--- src/rtl/memory_stage_pkg.sv ---
// Shared types for the M stage: widths, access FSM states and the W-register bundle.
// The misalign field exists only when MEM_MISALIGN_CHECK_EN is defined.
package memory_stage_pkg;

  localparam int WORD     = 32;
  localparam int REG_SIZE = 5;

  typedef enum logic [1:0] {
    IDLE,
    WAIT_GNT,
    WAIT_RESP
  } mem_state_t;

  typedef struct packed {
    logic                valid;
    logic                regWrite;
    logic [WORD-1:0]     result;
    logic [REG_SIZE-1:0] writeReg;
    logic [WORD-1:0]     pc;
`ifdef MEM_MISALIGN_CHECK_EN
    logic                misalign;
`endif
  } wb_bundle_t;

endpackage

--- src/rtl/memory_stage_flopenr.sv ---
// Parameterised enable register with asynchronous active-low reset to zero.
module flopenr #(
  parameter int WIDTH = 8
) (
  input  logic             clk,
  input  logic             reset,
  input  logic             en,
  input  logic [WIDTH-1:0] d,
  output logic [WIDTH-1:0] q
);

  always_ff @(posedge clk or negedge reset) begin
    if (!reset) begin
      q <= '0;
    end else if (en) begin
      q <= d;
    end
  end

endmodule

--- src/rtl/memory_stage.sv ---
// Pipeline M stage: issues loads/stores over req/gnt + rvalid, stalls upstream while busy,
// and fills the W register. Optional MEM_MISALIGN_CHECK_EN rejects unaligned memory ops.
module memory_stage
  import memory_stage_pkg::*;
#(
  parameter int DMEM_ADDR_W = 32
) (
  input  logic                   clk,
  input  logic                   reset,
  input  logic                   validM,
  input  logic [WORD-1:0]        ALUResultM,
  input  logic [WORD-1:0]        writeDataM,
  input  logic [WORD-1:0]        pcM,
  input  logic [REG_SIZE-1:0]    writeRegM,
  input  logic                   regWriteM,
  input  logic                   memWriteM,
  input  logic                   mem2regM,
  output logic                   stallM,
  output logic                   dmemReq,
  output logic                   dmemWe,
  output logic [DMEM_ADDR_W-1:0] dmemAddr,
  output logic [WORD-1:0]        dmemWdata,
  input  logic                   dmemGnt,
  input  logic                   dmemRvalid,
  input  logic [WORD-1:0]        dmemRdata,
  output logic                   validW,
  output logic                   regWriteW,
  output logic [WORD-1:0]        resultW,
  output logic [REG_SIZE-1:0]    writeRegW,
  output logic [WORD-1:0]        pcW
`ifdef MEM_MISALIGN_CHECK_EN
  ,
  output logic                   misalignW
`endif
);

  mem_state_t state_reg, state_next;
  wb_bundle_t wb_reg, wb_next;
  logic       mem_op;
  logic       misalign;
  logic       issue;
  logic       retire;

  assign mem_op = validM && (memWriteM || mem2regM);
`ifdef MEM_MISALIGN_CHECK_EN
  assign misalign = mem_op && (ALUResultM[1:0] != 2'b00);
`else
  assign misalign = 1'b0;
`endif
  assign issue = mem_op && !misalign;

  // memWriteM wins when both memory controls are set, so a plain store check suffices.
  assign dmemReq   = issue && (state_reg != WAIT_RESP);
  assign dmemWe    = validM && memWriteM;
  assign dmemAddr  = ALUResultM[DMEM_ADDR_W-1:0];
  assign dmemWdata = writeDataM;

  always_ff @(posedge clk or negedge reset) begin
    if (!reset) begin
      state_reg <= IDLE;
    end else begin
      state_reg <= state_next;
    end
  end

  always_comb begin
    state_next = state_reg;
    retire     = 1'b0;
    case (state_reg)
      IDLE: begin
        if (!issue) begin
          retire = 1'b1;
        end else if (dmemGnt) begin
          if (memWriteM) retire = 1'b1;
          else           state_next = WAIT_RESP;
        end else begin
          state_next = WAIT_GNT;
        end
      end
      WAIT_GNT: begin
        if (dmemGnt) begin
          if (memWriteM) begin
            retire     = 1'b1;
            state_next = IDLE;
          end else begin
            state_next = WAIT_RESP;
          end
        end
      end
      WAIT_RESP: begin
        if (dmemRvalid) begin
          retire     = 1'b1;
          state_next = IDLE;
        end
      end
      default: state_next = IDLE;
    endcase
  end

  assign stallM = !retire;

  // Non-retire cycles push a bubble: valid bits cleared, payload fields hold.
  always_comb begin
    wb_next          = wb_reg;
    wb_next.valid    = 1'b0;
    wb_next.regWrite = 1'b0;
`ifdef MEM_MISALIGN_CHECK_EN
    wb_next.misalign = 1'b0;
`endif
    if (retire) begin
      wb_next.valid    = validM;
      wb_next.regWrite = validM && regWriteM && !misalign;
      wb_next.result   = mem2regM ? dmemRdata : ALUResultM;
      wb_next.writeReg = writeRegM;
      wb_next.pc       = pcM;
`ifdef MEM_MISALIGN_CHECK_EN
      wb_next.misalign = misalign;
`endif
    end
  end

  flopenr #(
    .WIDTH($bits(wb_bundle_t))
  ) u_wb_reg (
    .clk  (clk),
    .reset(reset),
    .en   (1'b1),
    .d    (wb_next),
    .q    (wb_reg)
  );

  assign validW    = wb_reg.valid;
  assign regWriteW = wb_reg.regWrite;
  assign resultW   = wb_reg.result;
  assign writeRegW = wb_reg.writeReg;
  assign pcW       = wb_reg.pc;
`ifdef MEM_MISALIGN_CHECK_EN
  assign misalignW = wb_reg.misalign;
`endif

endmodule

--- config.mk ---
export PLATFORM = sky130hd
export DESIGN_NAME = memory_stage
export DESIGN_NICKNAME = d
export VERILOG_FILES = /design/src/rtl/memory_stage_pkg.sv /design/src/rtl/memory_stage_flopenr.sv /design/src/rtl/memory_stage.sv
export SDC_FILE = /design/constraint.sdc
export NUM_CORES = 1
export LEC_CHECK = 0
export ABC_CLOCK_PERIOD_IN_PS = 3100
export CORE_ASPECT_RATIO = 1.2
export CORE_UTILIZATION = 30
export DETAILED_ROUTE_END_ITERATION = 8
export PLACE_DENSITY_LB_ADDON = 0.08
export SETUP_SLACK_MARGIN = 0.02
export SLEW_MARGIN = 20
export SYNTH_ARGS = -nofsm -noshare
export SYNTH_HDL_FRONTEND = slang
export SYNTH_SLANG_ARGS = --single-unit
--- constraint.sdc ---
create_clock -name clk -period 3.1 [get_ports clk]
set_input_delay 0.62 -clock clk [delete_from_list [all_inputs] [get_ports clk]]
set_output_delay 0.62 -clock clk [all_outputs]
set_load 0.02 [all_outputs]
Word level (Yosys, flattened, before mapping). Cells that the tools add are included.

Register bits: 73. Input bits: 141. Output and inout bits: 138. Logic and storage cells: 32.

Muxes and demuxes: 14. Reduce and logical (&&, ||, !) cells: 8. Equality and inequality tests: 7.

Operators with widths (count): $mux 71 (1); $mux 32 (1); $mux 2 (6); $ne 2x2->1 const B (4); $pmux 2 s3 (1); $logic_and 1x1->1 (4); $mux 1 (4); $reduce_and 4->1 (1); $ne 3x3->1 const B (1); $pmux 1 s3 (1); $eq 2x1->1 const B (1); $eq 2x2->1 const B (1); $logic_not 2->1 (1); $logic_not 1->1 (1); $logic_or 1x1->1 (1).

Depth between registers and ports, before layout. Gate-level depths: netlist (run 1).

Depth after elaboration: 5. Mapped depth: 6. Mapped depth without buffers: 4.

Modules after synthesis. A second synthesis (run 1) with hierarchy kept.

Cell total of the unflattened synthesis: 389. Area, all modules: 4943.5 µm².

Modules (own cells, without submodules): flopenr (seq. area each 1776.7 µm², cells an instance 150, area each 2990.4 µm², instances 1); memory_stage (seq. area each 50.0 µm², cells an instance 239, area each 1953.1 µm², instances 1).

Least setup slack after synthesis (run 1). Ideal clock, no wire load.

Kind: input to output. Start: input mem2regM. End: output stallM. Arrival time: 1.635 ns. Cell stages on the path: 6. Slack: 0.845 ns. Path buffers: 2. Required time: 2.480 ns. Cells stage by stage: buf_2 -> o21ai_4 -> nand2_2 -> o221ai_4 -> buf_6 -> inv_1.

Word-level cells in the longest chain between the ends: 5.

RTL lines: start, declared (line memory_stage.sv:17) `input logic mem2regM,`; $logic_or 1x1->1 (line memory_stage.sv:44) `assign mem_op = validM && (memWriteM || mem2regM);`; $logic_and 1x1->1 (line memory_stage.sv:44); $mux 1 (line memory_stage.sv:71) `if (!issue) begin`; $pmux 1 s3 (line memory_stage.sv:69) `case (state_reg)`; $logic_not 1->1 (line memory_stage.sv:100) `assign stallM = !retire;`; end, declared (line memory_stage.sv:18) `output logic stallM,`.

Every way passes these cells.

Worst setup path after layout (run 1).
Start: input memWriteM. End: output stallM.

Word-level cells in the longest chain between the ends: 5. Elaborated cells between the ends (all ways): 7. Those cells by class: 4 x mux; 3 x reduce/logical.

RTL lines: start, declared (line memory_stage.sv:16) `input logic memWriteM,`; $mux 1 or $logic_or 1x1->1 (tied branches) (line memory_stage.sv:74, memory_stage.sv:82, memory_stage.sv:44); $mux 1 or $logic_and 1x1->1 (tied branches) (line memory_stage.sv:73, memory_stage.sv:44); $mux 1 (line memory_stage.sv:71); $pmux 1 s3 (*) (line memory_stage.sv:69); $logic_not 1->1 (*) (line memory_stage.sv:100).

Mark *: on every way between the ends. The rest lies on a longest branch, timed or not.

==> results of run 1 <==
-- cell usage in the layout, fill, tap and decap left out, types with 9 or more instances in the layout --
master                            synthesis  final
sky130_fd_sc_hd__clkdlybuf4s50_1          0    212
sky130_fd_sc_hd__dfrtp_1                 73     73
sky130_fd_sc_hd__mux2_1                  10     10
sky130_fd_sc_hd__clkbuf_16                0      9
sky130_fd_sc_hd__mux2_2                  91     91
-- layout make-up --
class | instances | area (sq um) | share of cell area [%]
tap | 157 | 196 | 3.41
multi-input combinational | 115 | 1250 | 21.6
sequential | 73 | 1830 | 31.7
inverter | 2 | 7.51 | 0.130
clock inverter | 7 | 95.1 | 1.65
timing repair buffer | 216 | 2160 | 37.5
clock buffer | 9 | 225 | 3.91
-- worst paths after layout --
check,endpoint,cells after the start,slack [ns],start
setup / recovery,stallM,6,0.23,memWriteM
hold / removal,u_wb_reg.q[27]$_DFFE_PN0P_,1,0.43,reset
setup reg to reg,u_wb_reg.q[37]$_DFFE_PN0P_,4,1.34,state_reg[1]$_DFFE_PN0P_
hold reg to reg,u_wb_reg.q[50]$_DFFE_PN0P_,1,0.48,u_wb_reg.q[50]$_DFFE_PN0P_
max in group asynchronous,u_wb_reg.q[70]$_DFF_PN0_,1,2.06,reset
min in group clk,u_wb_reg.q[50]$_DFFE_PN0P_,1,0.48,u_wb_reg.q[50]$_DFFE_PN0P_
-- where the power goes --
group,total (uW),internal (uW),switching [uW]
registers,1230,1140,91.8
logic,1220,684,540
clock network,1100,704,397
total,3560,2530,1030
-- through the flow --
| step | instance area (sq um) | hold slack, ns |
|---|---|---|
| detailed placement | 5440 | 0.475 |
| floorplan | 3660 | 0.324 |
| global placement | 5440 | 0.467 |
| CTS | 5760 | 0.482 |
| finish | 5760 | 0.435 |
| global route | 5760 | 0.492 |
-- cells by family after synthesis --
| logic type | after synthesis | synth area share (%) |
|---|---|---|
| AO/OA/AOI/OAI | 5 | 1.64 |
| buffers and inverters | 78 | 16.1 |
| AND/OR/NAND/NOR | 9 | 1.33 |
| flip-flops | 73 | 49.9 |
| multiplexers | 101 | 31.1 |
-- layer usage --
layer	global-route usage (%)	wire length, microns	part of all wire (%)
met1	15.6	3380	38
met2	23.5	4410	49
met3	6.33	1010	11
met4	5.63	134	1.5
met5	0	0	0
==> metrics.txt, run 1 <==
# TYPE chip_impl_metric gauge
chip_impl_metric{name="route.antenna.remaining_nets",unit=""} 0
chip_impl_info{name="run_status",value="finished clean"} 1
chip_impl_metric{name="fin_total_pwr",unit="uW"} 3560
chip_impl_metric{name="drt_iter0_markers",unit=""} 24
chip_impl_metric{name="final_critical_path_setup_slack",unit="ns"} 0.228
chip_impl_metric{name="drive_above_1_share",unit="%"} 27.0
chip_impl_metric{name="boundaryPins",unit=""} 279
chip_impl_metric{name="final_min_period_over_clock_period",unit="%"} 92.6
chip_impl_metric{name="cellPowerDensity",unit="nW/um^2"} 618
chip_impl_metric{name="synth.avg_cell_area",unit="sq um"} 13.8
chip_impl_metric{name="area_growth",unit="%"} 57.3
chip_impl_metric{name="finalNetCount",unit=""} 558
chip_impl_info{name="yosys.area.top_type",value="sky130_fd_sc_hd__dfrtp_1"} 1
chip_impl_metric{name="slew_headroom",unit="%"} 37.9
chip_impl_metric{name="placement_rows",unit=""} 43
chip_impl_metric{name="required_worst_endpoint",unit="ns"} 2.48
chip_impl_info{name="synth_top_flop_cell",value="sky130_fd_sc_hd__dfrtp_1"} 1
chip_impl_metric{name="syn_nets",unit=""} 407
chip_impl_info{name="crit_slowest_cell",value="sky130_fd_sc_hd__clkdlybuf4s50_1"} 1
chip_impl_metric{name="grt_remaining_overflow",unit=""} 0
chip_impl_info{name="crit_path_end_kind",value="primary output"} 1
chip_impl_metric{name="post_cts_buffers",unit=""} 0
chip_impl_metric{name="totalNegativeSetupSlack",unit="ns"} 0
chip_impl_metric{name="synth_enable_flop_cells",unit=""} 0
chip_impl_info{name="setup.worst_path.start_class",value="input pin"} 1
chip_impl_metric{name="dr_total_vias",unit=""} 2522
chip_impl_metric{name="via_per_inst",unit=""} 4.36
chip_impl_info{name="synth_commonest_cells",value="sky130_fd_sc_hd__mux2_2 (91), sky130_fd_sc_hd__dfrtp_1 (73), sky130_fd_sc_hd__buf_4 (64)"} 1
chip_impl_info{name="timing.critical_path.mode_cell",value="sky130_fd_sc_hd__clkdlybuf4s50_1"} 1
chip_impl_info{name="ordered_cell_list_for_the_critical_path",value="clkdlybuf4s50_1, o21ai_4, nand2_2, o221ai_4, inv_1, clkdlybuf4s50_1"} 1
chip_impl_metric{name="grt_use_total",unit="%"} 14.1
chip_impl_metric{name="number_of_standard_cells_after_synthesis",unit=""} 266
chip_impl_info{name="synth_most_common_cell",value="sky130_fd_sc_hd__mux2_2"} 1
chip_impl_info{name="critical-path-top-delay-family",value="buffers and inverters"} 1
chip_impl_metric{name="synth.top_cell.area_share",unit="%"} 49.9
chip_impl_metric{name="synth_cell_types",unit=""} 20
chip_impl_metric{name="ctsLongestPathBuffers",unit=""} 2
chip_impl_metric{name="drcViolationCount",unit=""} 0
chip_impl_metric{name="grt_pass1_vias",unit=""} 2625
chip_impl_metric{name="antenna_cells_inserted",unit=""} 0
chip_impl_info{name="hold_class",value="input pin to asynchronous set/reset pin"} 1
chip_impl_metric{name="fmax",unit="MHz"} 348
chip_impl_metric{name="layout.cells.non_filler",unit=""} 579
chip_impl_info{name="setup.worst_path.class",value="input pin to primary output"} 1
chip_impl_metric{name="clock_insertion_delay_worst_skew",unit="ns"} 0.33
chip_impl_metric{name="critPathMaxFanout",unit=""} 4
chip_impl_metric{name="timing.max_cap.violations",unit=""} 0
chip_impl_metric{name="setup_viol",unit=""} 0
chip_impl_metric{name="postCtsHoldBufs",unit=""} 0
chip_impl_metric{name="timing.final.max_slew_violations",unit=""} 0
chip_impl_metric{name="dp_slack",unit="ns"} 0.201
chip_impl_metric{name="mappedNetlistArea",unit="sq um"} 3660
chip_impl_metric{name="worst_endpoint_data_arrival_time",unit="ns"} 2.25
chip_impl_metric{name="cpPeakStageDelay",unit="ns"} 0.56
chip_impl_metric{name="placeableCoreArea",unit="sq um"} 11700
chip_impl_metric{name="path_buf_inv",unit=""} 3
chip_impl_metric{name="buffer_ports.inserted",unit=""} 214
chip_impl_metric{name="route.detailed.wl_per_inst",unit="microns"} 15.4
chip_impl_metric{name="fp.dieArea",unit="sq um"} 12700
chip_impl_metric{name="clk_pin_slew",unit="ns"} 0.06
chip_impl_metric{name="report.final.hold_viol_count",unit=""} 0
chip_impl_metric{name="ys_seq_area_share",unit="%"} 49.9
chip_impl_metric{name="dpl.cell_count",unit=""} 563
chip_impl_metric{name="final_core_density",unit="%"} 49.1
chip_impl_metric{name="grt_start_max_net_pins",unit=""} 74
chip_impl_info{name="clock_root_buffer_master",value="sky130_fd_sc_hd__clkbuf_16"} 1
chip_impl_metric{name="place.gp.congestion",unit=""} 0.716
chip_impl_metric{name="synthesized_flop_and_latch_total",unit=""} 73
chip_impl_info{name="tritoncts",value="built"} 1
chip_impl_metric{name="totalWireLength",unit="mm"} 8.94
chip_impl_metric{name="skew",unit="ns"} 0.0111
chip_impl_info{name="grt_setup_unrepaired",value="false"} 1
chip_impl_metric{name="power.static_leakage",unit="uW"} 0.00231
chip_impl_metric{name="ir_drop",unit="mV"} 0.297
chip_impl_metric{name="period_minus_slack",unit="ns"} 2.87
chip_impl_metric{name="cts_inserted_buffers",unit=""} 9
chip_impl_metric{name="clock_tree.htree_level_count",unit=""} 3
chip_impl_metric{name="number_of_antenna_violations_at_the_first_check_in_global_routing",unit=""} 0
chip_impl_metric{name="drt_pass_1_iters",unit=""} 4
chip_impl_metric{name="dieWidth",unit="microns"} 103
chip_impl_metric{name="cts_sinks",unit=""} 73
chip_impl_metric{name="async_reset_ff_share",unit="%"} 100
chip_impl_metric{name="number_of_flip_flops_in_the_largest_register",unit=""} 71
chip_impl_info{name="synth_top_cells_by_area",value="sky130_fd_sc_hd__dfrtp_1 (50%), sky130_fd_sc_hd__mux2_2 (28%), sky130_fd_sc_hd__buf_4 (13%), sky130_fd_sc_hd__mux2_1 (3.1%), sky130_fd_sc_hd__buf_6 (2.2%)"} 1
chip_impl_metric{name="die_height",unit="microns"} 123
chip_impl_metric{name="cts.repair.resized",unit=""} 0
chip_impl_metric{name="floorplan.initialDensity",unit="%"} 31.2
chip_impl_metric{name="detailed_place_hpwl",unit="mm"} 6.63
chip_impl_metric{name="yosys_warnings",unit=""} 0
chip_impl_metric{name="grt_first_pass_wirelength",unit="mm"} 13.3
chip_impl_metric{name="max_slew.worst_pin.slew",unit="ns"} 0.932
chip_impl_metric{name="num-fill-cells",unit=""} 1106
Power figures use the tool's default switching activity.
==> inputs of run 2 (changes only) <==
--- a/config.mk
+++ b/config.mk
@@ -5,13 +5,13 @@
 export SDC_FILE = /design/constraint.sdc
 export NUM_CORES = 1
 export LEC_CHECK = 0
-export ABC_CLOCK_PERIOD_IN_PS = 3100
+export ABC_CLOCK_PERIOD_IN_PS = 3050
 export CORE_ASPECT_RATIO = 1.2
 export CORE_UTILIZATION = 30
 export DETAILED_ROUTE_END_ITERATION = 8
 export PLACE_DENSITY_LB_ADDON = 0.08
 export SETUP_SLACK_MARGIN = 0.02
-export SLEW_MARGIN = 20
+export SLEW_MARGIN = 10
 export SYNTH_ARGS = -nofsm -noshare
 export SYNTH_HDL_FRONTEND = slang
 export SYNTH_SLANG_ARGS = --single-unit
==> constraint.sdc (replaced) <==
create_clock -name clk -period 3.05 [get_ports clk]
set_input_delay 0.61 -clock clk [delete_from_list [all_inputs] [get_ports clk]]
set_output_delay 0.61 -clock clk [all_outputs]
set_load 0.02 [all_outputs]
==> metrics.txt, run 2 (synthesized netlist as in run 1, its figures left out) <==
# TYPE chip_impl_metric gauge
chip_impl_metric{name="cts_sinks",unit=""} 73
chip_impl_metric{name="setup_viol",unit=""} 0
chip_impl_metric{name="drcViolationCount",unit=""} 0
chip_impl_metric{name="ir_drop",unit="mV"} 0.271
chip_impl_metric{name="report.final.hold_viol_count",unit=""} 0
chip_impl_metric{name="timing.final.max_slew_violations",unit=""} 0
chip_impl_metric{name="postCtsHoldBufs",unit=""} 0
chip_impl_info{name="setup.worst_path.class",value="input pin to primary output"} 1
chip_impl_metric{name="antenna_cells_inserted",unit=""} 0
chip_impl_info{name="layout_common_cells",value="sky130_fd_sc_hd__clkdlybuf4s50_1 (212), sky130_fd_sc_hd__mux2_2 (91), sky130_fd_sc_hd__dfrtp_1 (73)"} 1
chip_impl_metric{name="totalWireLength",unit="mm"} 9.03
chip_impl_metric{name="via_per_inst",unit=""} 4.38
chip_impl_metric{name="die_height",unit="microns"} 123
chip_impl_info{name="crit_path_end_kind",value="primary output"} 1
chip_impl_metric{name="totalNegativeSetupSlack",unit="ns"} 0
chip_impl_metric{name="buffer_ports.inserted",unit=""} 214
chip_impl_metric{name="required_worst_endpoint",unit="ns"} 2.44
chip_impl_metric{name="place.gp.congestion",unit=""} 0.710
chip_impl_metric{name="route.antenna.remaining_nets",unit=""} 0
chip_impl_metric{name="clock_insertion_delay_worst_skew",unit="ns"} 0.33
chip_impl_metric{name="timing.max_cap.violations",unit=""} 0
chip_impl_metric{name="drt_iter0_markers",unit=""} 47
chip_impl_metric{name="grt_remaining_overflow",unit=""} 0
chip_impl_metric{name="fp.dieArea",unit="sq um"} 12700
chip_impl_metric{name="worst_endpoint_data_arrival_time",unit="ns"} 2.25
chip_impl_metric{name="slew_headroom",unit="%"} 37.4
chip_impl_info{name="clock_root_buffer_master",value="sky130_fd_sc_hd__clkbuf_16"} 1
chip_impl_metric{name="period_minus_slack",unit="ns"} 2.86
chip_impl_metric{name="max_slew.worst_pin.slew",unit="ns"} 0.939
chip_impl_info{name="grt_setup_unrepaired",value="false"} 1
chip_impl_metric{name="area_growth",unit="%"} 57.6
chip_impl_info{name="run_status",value="finished clean"} 1
chip_impl_metric{name="drive_above_1_share",unit="%"} 26.8
chip_impl_metric{name="grt_first_pass_wirelength",unit="mm"} 13.4
chip_impl_metric{name="placement_rows",unit=""} 43
chip_impl_metric{name="grt_use_total",unit="%"} 14.4
chip_impl_metric{name="critPathMaxFanout",unit=""} 4
chip_impl_metric{name="number_of_antenna_violations_at_the_first_check_in_global_routing",unit=""} 0
chip_impl_metric{name="floorplan.initialDensity",unit="%"} 31.2
chip_impl_metric{name="number_of_flip_flops_in_the_largest_register",unit=""} 71
chip_impl_metric{name="ctsLongestPathBuffers",unit=""} 2
chip_impl_metric{name="placeableCoreArea",unit="sq um"} 11700
chip_impl_metric{name="grt_start_max_net_pins",unit=""} 74
chip_impl_metric{name="detailed_place_hpwl",unit="mm"} 6.65
chip_impl_metric{name="boundaryPins",unit=""} 279
chip_impl_info{name="hold_class",value="input pin to asynchronous set/reset pin"} 1
chip_impl_metric{name="dieWidth",unit="microns"} 103
chip_impl_metric{name="clk_pin_slew",unit="ns"} 0.06
chip_impl_metric{name="drt_pass_1_iters",unit=""} 3
chip_impl_metric{name="dr_total_vias",unit=""} 2536
chip_impl_metric{name="route.detailed.wl_per_inst",unit="microns"} 15.6
chip_impl_metric{name="post_cts_buffers",unit=""} 0
chip_impl_metric{name="cts_inserted_buffers",unit=""} 9
chip_impl_metric{name="cts.repair.resized",unit=""} 0
chip_impl_metric{name="skew",unit="ns"} 0.00582
chip_impl_metric{name="clock_tree.htree_level_count",unit=""} 3
chip_impl_metric{name="cellPowerDensity",unit="nW/um^2"} 633
chip_impl_metric{name="power.static_leakage",unit="uW"} 0.00231
chip_impl_metric{name="postLayoutCellArea",unit="sq um"} 5770
chip_impl_info{name="most_common_library_cell_in_the_layout_ignoring_fill_and_taps",value="sky130_fd_sc_hd__clkdlybuf4s50_1"} 1
chip_impl_metric{name="postPlaceCellArea",unit="sq um"} 5440
chip_impl_info{name="setup.worst_path.start_class",value="input pin"} 1
chip_impl_info{name="tritoncts",value="built"} 1
chip_impl_metric{name="grt_pass1_vias",unit=""} 2681
chip_impl_metric{name="fmax",unit="MHz"} 350
chip_impl_metric{name="finalNetCount",unit=""} 558
chip_impl_metric{name="final_min_period_over_clock_period",unit="%"} 93.8
-- run 2: changes by cell type in the layout (fill, tap and decap cells not counted) --
cell	delta
sky130_fd_sc_hd__clkinv_2	-2
sky130_fd_sc_hd__clkinv_4	-2
sky130_fd_sc_hd__clkinvlp_4	+1
sky130_fd_sc_hd__clkbuf_8	+2
sky130_fd_sc_hd__clkbuf_1	+1
-- run 2: power by group --
group	total, uW	internal (uW)	switching [uW]
sequential	1250	1160	92.2
combinational	1250	695	552
clock	1150	761	392
-- run 2: through the flow --
step / power, uW / hold slack [ns] / instances / worst slack [ns] / utilization, %
detailed placement: 2540 / 0.475 / 563 / 0.177 / 46.4
global placement: 2520 / 0.468 / 563 / 0.182 / 46.4
finish: 3650 / 0.402 / 579 / 0.190 / 49.2
floorplan: 1970 / 0.314 / 266 / 0.815 / -
CTS: 3720 / 0.469 / 579 / 0.167 / 49.2
global route: 3840 / 0.493 / 579 / 0.113 / 49.2
-- run 2: worst max-delay path, cell delays in order --
cell	delay [ns]
sky130_fd_sc_hd__clkdlybuf4s50_1	0.49
sky130_fd_sc_hd__o21ai_4	0.19
sky130_fd_sc_hd__nand2_2	0.10
sky130_fd_sc_hd__o221ai_4	0.22
sky130_fd_sc_hd__inv_1	0.07
sky130_fd_sc_hd__clkdlybuf4s50_1	0.57
-- run 2: cell type report --
class                   count  area [sq um]
clock buffers              12           256
clock inverters             4          75.1
fillers                  1096          5960
inverters                   2          7.51
multi-input cells         115          1250
flip-flops and latches     73          1830
well taps                 157           196
repair buffers            216          2160
-- run 2: worst paths after layout --
check / start / to / slack [ns] / depth (start not counted)
worst max-delay path: memWriteM / stallM / 0.19 / 6
worst min-delay path: reset / u_wb_reg.q[25]$_DFFE_PN0P_ / 0.40 / 1
worst max register to register: state_reg[0]$_DFFE_PN0P_ / u_wb_reg.q[46]$_DFFE_PN0P_ / 1.29 / 5
worst min register to register: u_wb_reg.q[50]$_DFFE_PN0P_ / u_wb_reg.q[50]$_DFFE_PN0P_ / 0.48 / 1
max in group asynchronous: reset / u_wb_reg.q[0]$_DFFE_PN0P_ / 2.01 / 1
min in group clk: u_wb_reg.q[50]$_DFFE_PN0P_ / u_wb_reg.q[50]$_DFFE_PN0P_ / 0.48 / 1
-- run 2: routing by layer --
metal	routed length (microns)	global-route usage [%]	up-vias
li1	-	-	1151
met1	3080	14.0	1233
met2	4660	25.8	138
met3	1100	6.11	14
met4	196	7.48	0
met5	0	0	-
